**config.mk**
```make
export PLATFORM = sky130hd
export DESIGN_NAME = stream_demux
export DESIGN_NICKNAME = d
export VERILOG_FILES = /design/src/rtl/stream_demux_pkg.sv /design/src/rtl/demux_channel_slot.sv /design/src/rtl/stream_demux.sv
export SDC_FILE = /design/constraint.sdc
export NUM_CORES = 1
export LEC_CHECK = 0
export ABC_AREA = 1
export ABC_CLOCK_PERIOD_IN_PS = 1250
export CORE_MARGIN = 4
export CORE_UTILIZATION = 41
export DETAILED_ROUTE_END_ITERATION = 10
export PLACE_DENSITY = 0.76
export SLEW_MARGIN = 20
export SYNTH_ARGS = -nofsm -noshare
export SYNTH_HDL_FRONTEND = slang
export SYNTH_HIERARCHICAL = 1
export SYNTH_SLANG_ARGS = --single-unit
```
**constraint.sdc**
```tcl
create_clock -name clk -period 1.25 [get_ports clk]
set_input_delay 0.125 -clock clk [delete_from_list [all_inputs] [get_ports clk]]
set_output_delay 0.125 -clock clk [all_outputs]
set_load 0.1 [all_outputs]
```
**src/rtl/stream_demux_pkg.sv**
```systemverilog
// Shared constants and types for the stream_demux block.
// The error counter is built only when STREAM_DEMUX_ERR_COUNT_EN is defined.
package stream_demux_pkg;

  localparam int unsigned DEFAULT_WIDTH     = 32;
  localparam int unsigned DEFAULT_NUM_OUT   = 3;
  localparam int unsigned DEFAULT_SEL_WIDTH = 2;

  typedef enum logic {
    SLOT_EMPTY = 1'b0,
    SLOT_FULL  = 1'b1
  } slot_state_e;

  localparam int unsigned                ERR_COUNT_WIDTH = 8;
  localparam logic [ERR_COUNT_WIDTH-1:0] ERR_COUNT_MAX   = 8'd255;

endpackage

```
**src/rtl/demux_channel_slot.sv**
```systemverilog
// One-entry holding register for a single demux destination channel.
// The slot is refilled in the same cycle it drains, so a FULL slot never bubbles.
module demux_channel_slot
  import stream_demux_pkg::*;
#(
  parameter int unsigned WIDTH = DEFAULT_WIDTH
) (
  input  logic             clk,
  input  logic             reset,
  input  logic             load_i,
  input  logic [WIDTH-1:0] load_data_i,
  input  logic             drain_i,
  output logic             valid_o,
  output logic [WIDTH-1:0] data_o
);

  slot_state_e      state_q, state_d;
  logic [WIDTH-1:0] data_q, data_d;

  always_comb begin
    state_d = state_q;
    data_d  = data_q;
    unique case (state_q)
      SLOT_EMPTY: begin
        if (load_i) begin
          state_d = SLOT_FULL;
          data_d  = load_data_i;
        end
      end
      SLOT_FULL: begin
        if (load_i) begin
          data_d = load_data_i;
        end else if (drain_i) begin
          state_d = SLOT_EMPTY;
        end
      end
      default: state_d = SLOT_EMPTY;
    endcase
  end

  always_ff @(posedge clk or posedge reset) begin
    if (reset) begin
      state_q <= SLOT_EMPTY;
      data_q  <= '0;
    end else begin
      state_q <= state_d;
      data_q  <= data_d;
    end
  end

  assign valid_o = (state_q == SLOT_FULL);
  assign data_o  = data_q;

endmodule

```
**src/rtl/stream_demux.sv**
```systemverilog
// Registered 1-to-NUM_OUT valid/ready demultiplexer with one holding slot per channel.
// Define STREAM_DEMUX_ERR_COUNT_EN to add the saturating out-of-range counter err_count.
module stream_demux
  import stream_demux_pkg::*;
#(
  parameter int unsigned WIDTH     = DEFAULT_WIDTH,
  parameter int unsigned NUM_OUT   = DEFAULT_NUM_OUT,
  parameter int unsigned SEL_WIDTH = DEFAULT_SEL_WIDTH
) (
  input  logic                       clk,
  input  logic                       reset,
  input  logic [WIDTH-1:0]           in_data,
  input  logic [SEL_WIDTH-1:0]       in_selector,
  input  logic                       in_valid,
  output logic                       in_ready,
  output logic [NUM_OUT*WIDTH-1:0]   out_data,
  output logic [NUM_OUT-1:0]         out_valid,
  input  logic [NUM_OUT-1:0]         out_ready
`ifdef STREAM_DEMUX_ERR_COUNT_EN
  ,
  output logic [ERR_COUNT_WIDTH-1:0] err_count
`endif
);

  localparam int unsigned SelSpan = 1 << SEL_WIDTH;

  logic               sel_in_range;
  logic [SelSpan-1:0] ready_pad;
  logic [NUM_OUT-1:0] load;

  assign sel_in_range = 32'(in_selector) < NUM_OUT;

  // Unused selector codes read as ready so out-of-range words are swallowed.
  always_comb begin
    ready_pad = '1;
    for (int unsigned k = 0; k < NUM_OUT; k++) begin
      ready_pad[k] = !out_valid[k] || out_ready[k];
    end
  end

  assign in_ready = !reset && ready_pad[in_selector];

  always_comb begin
    load = '0;
    if (in_valid && in_ready && sel_in_range) begin
      for (int unsigned k = 0; k < NUM_OUT; k++) begin
        load[k] = (in_selector == SEL_WIDTH'(k));
      end
    end
  end

  for (genvar g = 0; g < NUM_OUT; g++) begin : gen_slot
    demux_channel_slot #(
      .WIDTH(WIDTH)
    ) u_slot (
      .clk        (clk),
      .reset      (reset),
      .load_i     (load[g]),
      .load_data_i(in_data),
      .drain_i    (out_ready[g]),
      .valid_o    (out_valid[g]),
      .data_o     (out_data[g*WIDTH +: WIDTH])
    );
  end

`ifdef STREAM_DEMUX_ERR_COUNT_EN
  logic                       accept_oor;
  logic [ERR_COUNT_WIDTH-1:0] err_count_q, err_count_d;

  assign accept_oor = in_valid && in_ready && !sel_in_range;

  always_comb begin
    err_count_d = err_count_q;
    if (accept_oor && (err_count_q != ERR_COUNT_MAX)) begin
      err_count_d = err_count_q + 1'b1;
    end
  end

  always_ff @(posedge clk or posedge reset) begin
    if (reset) begin
      err_count_q <= '0;
    end else begin
      err_count_q <= err_count_d;
    end
  end

  assign err_count = err_count_q;
`endif

endmodule

```
### Word-level counts from Yosys, hierarchy flattened

Index checks and enable logic that the tools add are counted.

* order comparisons: 2
* equality and inequality tests: 2
* multiplexer cells: 18
* bitwise gates (word level): 3
* reductions and logical operators: 11

Operators by type and width (count)
* $mux W32: 3
* $mux W1: 10
* $pmux W1 S2: 3
* $logic_not A1 Y1: 4
* $logic_and A1 B1 Y1: 3
* $logic_or A1 B1 Y1: 3
* $lt A2 B3 Y1 const B: 1
* $mux W3: 1
* $not A1 Y1: 3
* $bmux W1 S2: 1
* $eq A2 B1 Y1 const B: 1
* $eq A2 B2 Y1 const B: 1
* $logic_not A2 Y1: 1
* $lt A2 B2 Y1 const B: 1

* bits in registers: 99
* bits of input ports: 40
* output and inout bits: 100
* logic and storage cells: 42

### Longest topological paths before layout

Gate-level depths: netlist (run 1).

* word-level depth: 10
* mapped depth: 11
* gate-level depth less buffers: 9

### By module

Netlist (run 1), hierarchy kept.

By module, submodules not included
* demux_channel_slot: instances 3, cells an instance 141, area an instance 1330.0 µm², seq. area each 825.8 µm²
* stream_demux: instances 1, cells an instance 21, area an instance 108.9 µm², seq. area each 0.0 µm²

### Worst setup path after synthesis (run 1)

No wires, ideal clock.

* path type: reg-to-output
* start point: register gen_slot[2].u_slot.state_q
* end point: output in_ready
* data arrival time: 1.852 ns
* required time: 1.125 ns
* slack: -0.727 ns
* stages on the path, launching flop included: 5
* path buffers: 0
* cells stage by stage: dfrtp_1 nand2_4 nor2_2 nor2_2 and2_1

* longest elaborated chain between the ends: 5

RTL lines
* start, declared: line demux_channel_slot.sv:17 `slot_state_e state_q, state_d;`
* start signal, assigned: line demux_channel_slot.sv:46 `state_q <= state_d;`
* $logic_not A1 Y1: line stream_demux.sv:37 `ready_pad[k] = !out_valid[k] || out_ready[k];`
* $logic_or A1 B1 Y1: line stream_demux.sv:37
* $bmux W1 S2: line stream_demux.sv:41 `assign in_ready = !reset && ready_pad[in_selector];`
* $mux W1 (implied by the code): line stream_demux.sv:41
* $logic_and A1 B1 Y1: line stream_demux.sv:41
* end, declared: line stream_demux.sv:15 `output logic in_ready,`

No other way between the ends. The select of a mux whose other input is x is not followed.

### Worst setup path after layout (run 1)

* start point: register gen_slot[0].u_slot.state_q
* end point: register gen_slot[2].u_slot.data_q[20]

* longest elaborated chain between the ends: 8

RTL lines
* start, declared: line demux_channel_slot.sv:17
* start signal, assigned: line demux_channel_slot.sv:46
* $logic_not A1 Y1: line stream_demux.sv:37
* $logic_or A1 B1 Y1: line stream_demux.sv:37
* $bmux W1 S2: line stream_demux.sv:41
* $mux W1 (implied by the code): line stream_demux.sv:41
* $logic_and A1 B1 Y1: line stream_demux.sv:41
* $logic_and A1 B1 Y1 (2 in series): line stream_demux.sv:45 `if (in_valid && in_ready && sel_in_range) begin`
* $mux W3: line stream_demux.sv:45
* via load[2]: line stream_demux.sv:29 `logic [NUM_OUT-1:0] load;`
* end signal, assigned: line demux_channel_slot.sv:47 `data_q <= data_d;`
* end, declared: line demux_channel_slot.sv:18 `logic [WIDTH-1:0] data_q, data_d;`

The timed path passes the listed nets, and every way through them passes these cells. The select of a mux whose other input is x is not followed.
A chain may end at the register's enable or synchronous reset.

==> results_dict.tcl, run 1 <==
set metrics [dict create \
    worstSkewPairLatency_ns 0.35 \
    wirelength_mm 13.91 \
    synth-adder-area-share_pct 0 \
    syn_area_um2 4099 \
    synth_top_family_by_area "simple AND/OR/NAND/NOR gates" \
    grtUsageTotal_pct 22.91 \
    setup_tns_ns -27.38 \
    clk_path_buf_depth 2 \
    die_x_um 108.0 \
    ant_nets 0 \
    finalCritPeriodShare_pct 126.7 \
    io_pins 140 \
    cts_root_buf "clkbuf_8" \
    utilization_pct 77.70 \
    syn_to_final_growth_pct 85.29 \
    vdd.ir_drop.worst_mv 1.248 \
    required_ns 1.54 \
    status "finished, violations left" \
    grt_max_degree 18 \
    numCtsBuffers 9 \
    post_drt_wl_per_cell_um 18.57 \
    holdPathStages 3 \
    grt_pass1_vias 3793 \
    rrSetupSlack_ns -0.33 \
    reg2reg_depth 9 \
    start_util_pct 41.94 \
    antenna_found_initial 0 \
    period_needed_ns 1.584 \
    reg2reg_to "gen_slot[2].u_slot/data_o[20]$_DFFE_PP0P_" \
    synth_xor_area_share_pct 0 \
    slew-limit-headroom_pct 68.19 \
    cts_sinks 99 \
    rsz0062_at_grt "true" \
    power.density_nw_per_um2 2060 \
    regArea_um2 2489 \
    final_common_cell "nand2_1" \
    dieArea_um2 11660 \
    layout_common_cells "167 x nand2_1, 109 x buf_12, 103 x nand2_2" \
    htree_levels 3 \
    min_from "in_data[6]" \
    whs_ns 0.3720 \
    hold_viol 0 \
    startpoint_type "register" \
    final_cell_count_no_fill 749 \
    criticalPathCategory "reg -> reg" \
    yosys_warnings 6 \
    netlist_instances 444 \
    syn_nets 484 \
    ctsHoldBuffers 0 \
    nets 652 \
    ys_seq_area_share_pct 60.44 \
    drt-vias-per-instance 4.904 \
    layout_setup_ws_ns -0.3340 \
    port_buffers 139 \
    vias 3673 \
    hpwl_mm 8.906 \
    syn_avg_cell_area_um2 9.232 \
    dp.cells 715 \
    multi_input_area_um2 1714 \
    gr-total-overflow 0 \
    drtIter0Drc 118 \
    drv_cap 0 \
    first_pass_iters 4 \
    synth_cell_types 16 \
    whs_endpoint "gen_slot[2].u_slot/data_o[6]$_DFFE_PP0P_" \
    drv_slew 0 \
    cp_data_arrival_time_ns 1.87 \
    grt_pass1_wl_mm 20.28 \
    power_uw 15650 \
    rows 36 \
    tightest_slew_ns 0.4729 \
    leakage_uw 0.003870 \
    setup_viol 101 \
    violations "setup timing" \
    fillers 592 \
    synth_compound_area_share_pct 0.1832 \
    reg2reg_from "gen_slot[0].u_slot/valid_o$_DFF_PP0_" \
    synth_mux_area_share_pct 0 \
    fin_worst_skew_ns 0.01365 \
    drive_above_1_share_pct 49.03 \
    critPathCaptureType "register" \
    cts_tree "yes" \
    die_height_um 108.0 \
    clk_pin_slew_worst_paths_ns 0.10 \
    synth.ff_latch_count 99 \
    worst-path-max-fanout 7 \
    fmax_mhz 631.3 \
    gp_congestion 0.8022 \
    drcViolationCount 0 \
    min_path_type "in -> reg" \
    yosys.area_share.simple_pct 30.59 \
    coreArea_um2 9774 \
    n_antenna_cell 0 \
]
[flip-flops by register name (all words and copies together) (netlist names)]
signal                   count
gen_slot.u_slot/data_o      96
gen_slot.u_slot/valid_o      3
[per-stage QoR]
stage / cell area (um2) / setup slack (ns)
floorplan: 4116 / -0.3260
global placement: 6650 / -0.5037
detailed placement: 6650 / -0.6074
CTS: 7123 / -0.3406
global route: 7595 / -0.3833
finish: 7595 / -0.3340
[area by class of cell]
| class | instances | share of cell area (%) |
|---|---|---|
| Clock buffer | 10 | 1.812 |
| Tap cell | 133 | 2.191 |
| Inverter | 14 | 1.104 |
| Timing Repair Buffer | 174 | 38.29 |
| Clock inverter | 5 | 0.4942 |
| Sequential cell | 99 | 32.77 |
| Multi-Input combinational cell | 310 | 22.57 |
| Timing Repair inverter | 4 | 0.7743 |
[power breakdown]
part,switching [uW],internal (uW),leakage [uW],total (uW)
logic,6010,3080,0.00254,9090
registers,826,3860,0.00125,4690
clock network,1100,775,0.0000848,1870
total,7930,7720,0.00387,15600
[critical path, cell delays in order, from the launching register on]
cell and delay, ns:
dfrtp_4 0.49, nand3_1 0.09, nand2_1 0.06, nand2_2 0.10, nand3_4 0.13, nor2_4 0.13, buf_12 0.19, clkbuf_16 0.20
nand2_2 0.06, nand2_1 0.06
[worst max path at each step]
| stage | endpoint | slack, ns | from |
|---|---|---|---|
| floorplan | gen_slot[0].u_slot/data_o[11]$_DFFE_PP0P_ | -0.33 | gen_slot[2].u_slot/valid_o$_DFF_PP0_ |
| global placement | gen_slot[2].u_slot/data_o[23]$_DFFE_PP0P_ | -0.50 | in_selector[0] |
| detailed placement | gen_slot[1].u_slot/data_o[24]$_DFFE_PP0P_ | -0.61 | in_selector[0] |
| CTS | in_ready | -0.34 | gen_slot[2].u_slot/valid_o$_DFF_PP0_ |
| global route | gen_slot[2].u_slot/data_o[20]$_DFFE_PP0P_ | -0.38 | gen_slot[0].u_slot/valid_o$_DFF_PP0_ |
| finish | gen_slot[2].u_slot/data_o[20]$_DFFE_PP0P_ | -0.33 | gen_slot[0].u_slot/valid_o$_DFF_PP0_ |
[logic make-up (layout without fill, tap and decap cells)]
family / Yosys count / after routing
compound gates: 1 / 1
buf+inv: 35 / 207
flops: 99 / 99
simple gates: 309 / 309
[Yosys cell counts, drive strengths merged]
cell type / count / area share (%)
nor2: 5 / 0.58
dfrtp: 99 / 60
clkbuf: 9 / 3.0
buf: 12 / 3.9
nand3: 3 / 0.49
nand2: 300 / 29
a21boi: 1 / 0.18
and2: 1 / 0.15
inv: 14 / 1.8
[what timing repair did]
item                                    in CTS  in global routing
endpoints found under the setup margin     103                103
pin swaps                                   27                 70
gates resized for setup                     36                125
gates cloned                                 6                  4
buffers inserted                             9                  2
[routing by layer]
metal / up-vias / global-route usage [%] / share of wire, % / wire length, um
li1: 1665 / - / - / -
met5: - / 0 / 0 / 0
met1: 1839 / 26.17 / 34 / 4781
met2: 147 / 41.83 / 56 / 7763
met3: 22 / 6.567 / 8.0 / 1115
met4: 0 / 6.312 / 1.8 / 246
No activity file was read; power rests on OpenSTA's default activity.
==> run 2, diff against run 1 <==
--- a/config.mk
+++ b/config.mk
@@ -9,6 +9,7 @@
 export ABC_CLOCK_PERIOD_IN_PS = 1250
 export CORE_MARGIN = 4
 export CORE_UTILIZATION = 41
+export CTS_CLUSTER_SIZE = 20
 export DETAILED_ROUTE_END_ITERATION = 10
 export PLACE_DENSITY = 0.76
 export SLEW_MARGIN = 20
==> results of run 2 <==
Final layout, timing and power as in run 1 (identical DEF).
==> run 3, diff against run 2 <==
--- a/config.mk
+++ b/config.mk
@@ -11,6 +11,8 @@
 export CORE_UTILIZATION = 41
 export CTS_CLUSTER_SIZE = 20
 export DETAILED_ROUTE_END_ITERATION = 10
+export GPL_ROUTABILITY_DRIVEN = 0
+export GPL_TIMING_DRIVEN = 0
 export PLACE_DENSITY = 0.76
 export SLEW_MARGIN = 20
 export SYNTH_ARGS = -nofsm -noshare
==> results_dict.tcl, run 3 (synthesized netlist as in run 1, its figures left out) <==
set metrics [dict create \
    status "finished, violations left" \
    violations "setup timing" \
    reg2reg_depth 10 \
    grt_max_degree 34 \
    grt_pass1_wl_mm 17.67 \
    worst-path-max-fanout 10 \
    largest_register_ffs 96 \
    antenna_found_initial 0 \
    rows 36 \
    clk_pin_slew_worst_paths_ns 0.10 \
    rrSetupSlack_ns -0.29 \
    cp_data_arrival_time_ns 1.78 \
    nets 639 \
    vdd.ir_drop.worst_mv 1.235 \
    worstSkewPairLatency_ns 0.35 \
    n_antenna_cell 0 \
    cts_sinks 99 \
    power.density_nw_per_um2 2314 \
    vias 3384 \
    criticalPathCategory "reg -> reg" \
    grtUsageTotal_pct 19.63 \
    utilization_pct 60.01 \
    fmax_mhz 651.4 \
    cts_root_buf "clkbuf_8" \
    drive_above_1_share_pct 34.93 \
    layout_common_cells "249 x nand2_1, 97 x buf_4, 96 x dfrtp_1" \
    met1_usage_pct 23.58 \
    drt-vias-per-instance 4.592 \
    wirelength_mm 11.21 \
    gr-total-overflow 0 \
    hpwl_mm 7.994 \
    endpoint "gen_slot[0].u_slot/data_o[2]$_DFFE_PP0P_" \
    final_common_cell "nand2_1" \
    finalCritPeriodShare_pct 122.8 \
    rsz0062_at_grt "true" \
    htree_levels 3 \
    drtIter0Drc 131 \
    io_pins 140 \
    layout_setup_ws_ns -0.2852 \
    top_usage_layer "met2" \
    min_path_type "in -> reg" \
    drv_cap 0 \
    post_drt_wl_per_cell_um 15.21 \
    ant_nets 0 \
    drcViolationCount 0 \
    clk_path_buf_depth 2 \
    die_x_um 108.0 \
    start_util_pct 41.94 \
    grt_use_met2_pct 34.19 \
    required_ns 1.49 \
    whs_ns 0.3648 \
    reg2reg_from "gen_slot[2].u_slot/valid_o$_DFF_PP0_" \
    startpoint_type "register" \
    tightest_slew_ns 0.7866 \
    die_height_um 108.0 \
    use_met3_pct 5.910 \
    slew-limit-headroom_pct 47.48 \
    first_pass_iters 6 \
    period_needed_ns 1.535 \
    drv_slew 0 \
    grt_pass1_vias 3497 \
    hold_viol 0 \
    syn_to_final_growth_pct 43.10 \
    critPathLaunch "gen_slot[2].u_slot/valid_o$_DFF_PP0_" \
    leakage_uw 0.003152 \
    fin_worst_skew_ns 0.007506 \
    cts_tree "yes" \
    dieArea_um2 11660 \
    place_ws_ns -1.116 \
    coreArea_um2 9774 \
    critPathCaptureType "register" \
    reg2reg_to "gen_slot[0].u_slot/data_o[2]$_DFFE_PP0P_" \
    numCtsBuffers 9 \
    min_from "in_data[25]" \
    setup_viol 101 \
    port_buffers 139 \
]
==> run 3: where the power goes <==
| group | switching (uW) | internal [uW] | leakage [uW] |
|---|---|---|---|
| Clock | 1120 | 952 | 0.0000950 |
| Sequential | 461 | 3860 | 0.00125 |
| Combinational | 5830 | 1350 | 0.00181 |
==> run 3: how the worst min path moves through the flow <==
stage	endpoint	slack (ns)	depth (start not counted)
floorplan	gen_slot[0].u_slot/data_o[11]$_DFFE_PP0P_	0.24	2
global placement	gen_slot[2].u_slot/data_o[28]$_DFFE_PP0P_	0.45	2
detailed placement	gen_slot[2].u_slot/data_o[23]$_DFFE_PP0P_	0.46	2
CTS	gen_slot[2].u_slot/data_o[7]$_DFFE_PP0P_	0.34	3
global route	gen_slot[0].u_slot/data_o[23]$_DFFE_PP0P_	0.35	3
finish	gen_slot[2].u_slot/data_o[25]$_DFFE_PP0P_	0.36	3
==> run 3: critical path, cell delays in order, from the launching register on <==
cell,delay [ns]
dfrtp_4,0.50
nand2_4,0.07
nor2_4,0.04
nor2_4,0.11
nand3_4,0.11
nor2_2,0.13
buf_6,0.16
inv_8,0.05
buf_6,0.14
nand2_1,0.06
nand2_1,0.05
==> run 3: per-layer routing <==
layer,vias up,part of all wire (%)
li1,1629,-
met1,1645,40
met2,101,51
met3,9,7.5
met4,0,0.88
met5,-,0
==> run 3: area by class of cell <==
| type | count | area [um2] |
|---|---|---|
| Clock buffer | 10 | 127.6 |
| Tap cell | 133 | 166.4 |
| Clock inverter | 6 | 73.82 |
| Fill cell | 923 | 3909 |
| Sequential cell | 99 | 2489 |
| Buffer | 21 | 314.1 |
| Multi-Input combinational cell | 310 | 1379 |
| Inverter | 14 | 80.08 |
| Timing Repair Buffer | 144 | 1236 |
==> run 3: what timing repair did <==
item,CTS,global route
hold buffers,0,0
pin swaps,1,2
gates cloned,0,1
resized for setup,614,40
setup endpoints to repair,199,102
buffers inserted,2,2
==> run 3: through the flow <==
step	instance area (um2)	total power (uW)	cells	setup TNS [ns]
3_3_place_gp	5674	11580	716	-142.40
6_report	5866	13570	737	-25.31
4_1_cts	5687	13590	734	-26.09
3_5_place_dp	5674	11680	716	-94.63
2_1_floorplan	4116	9816	444	-31.25
5_1_grt	5866	14120	737	-32.79
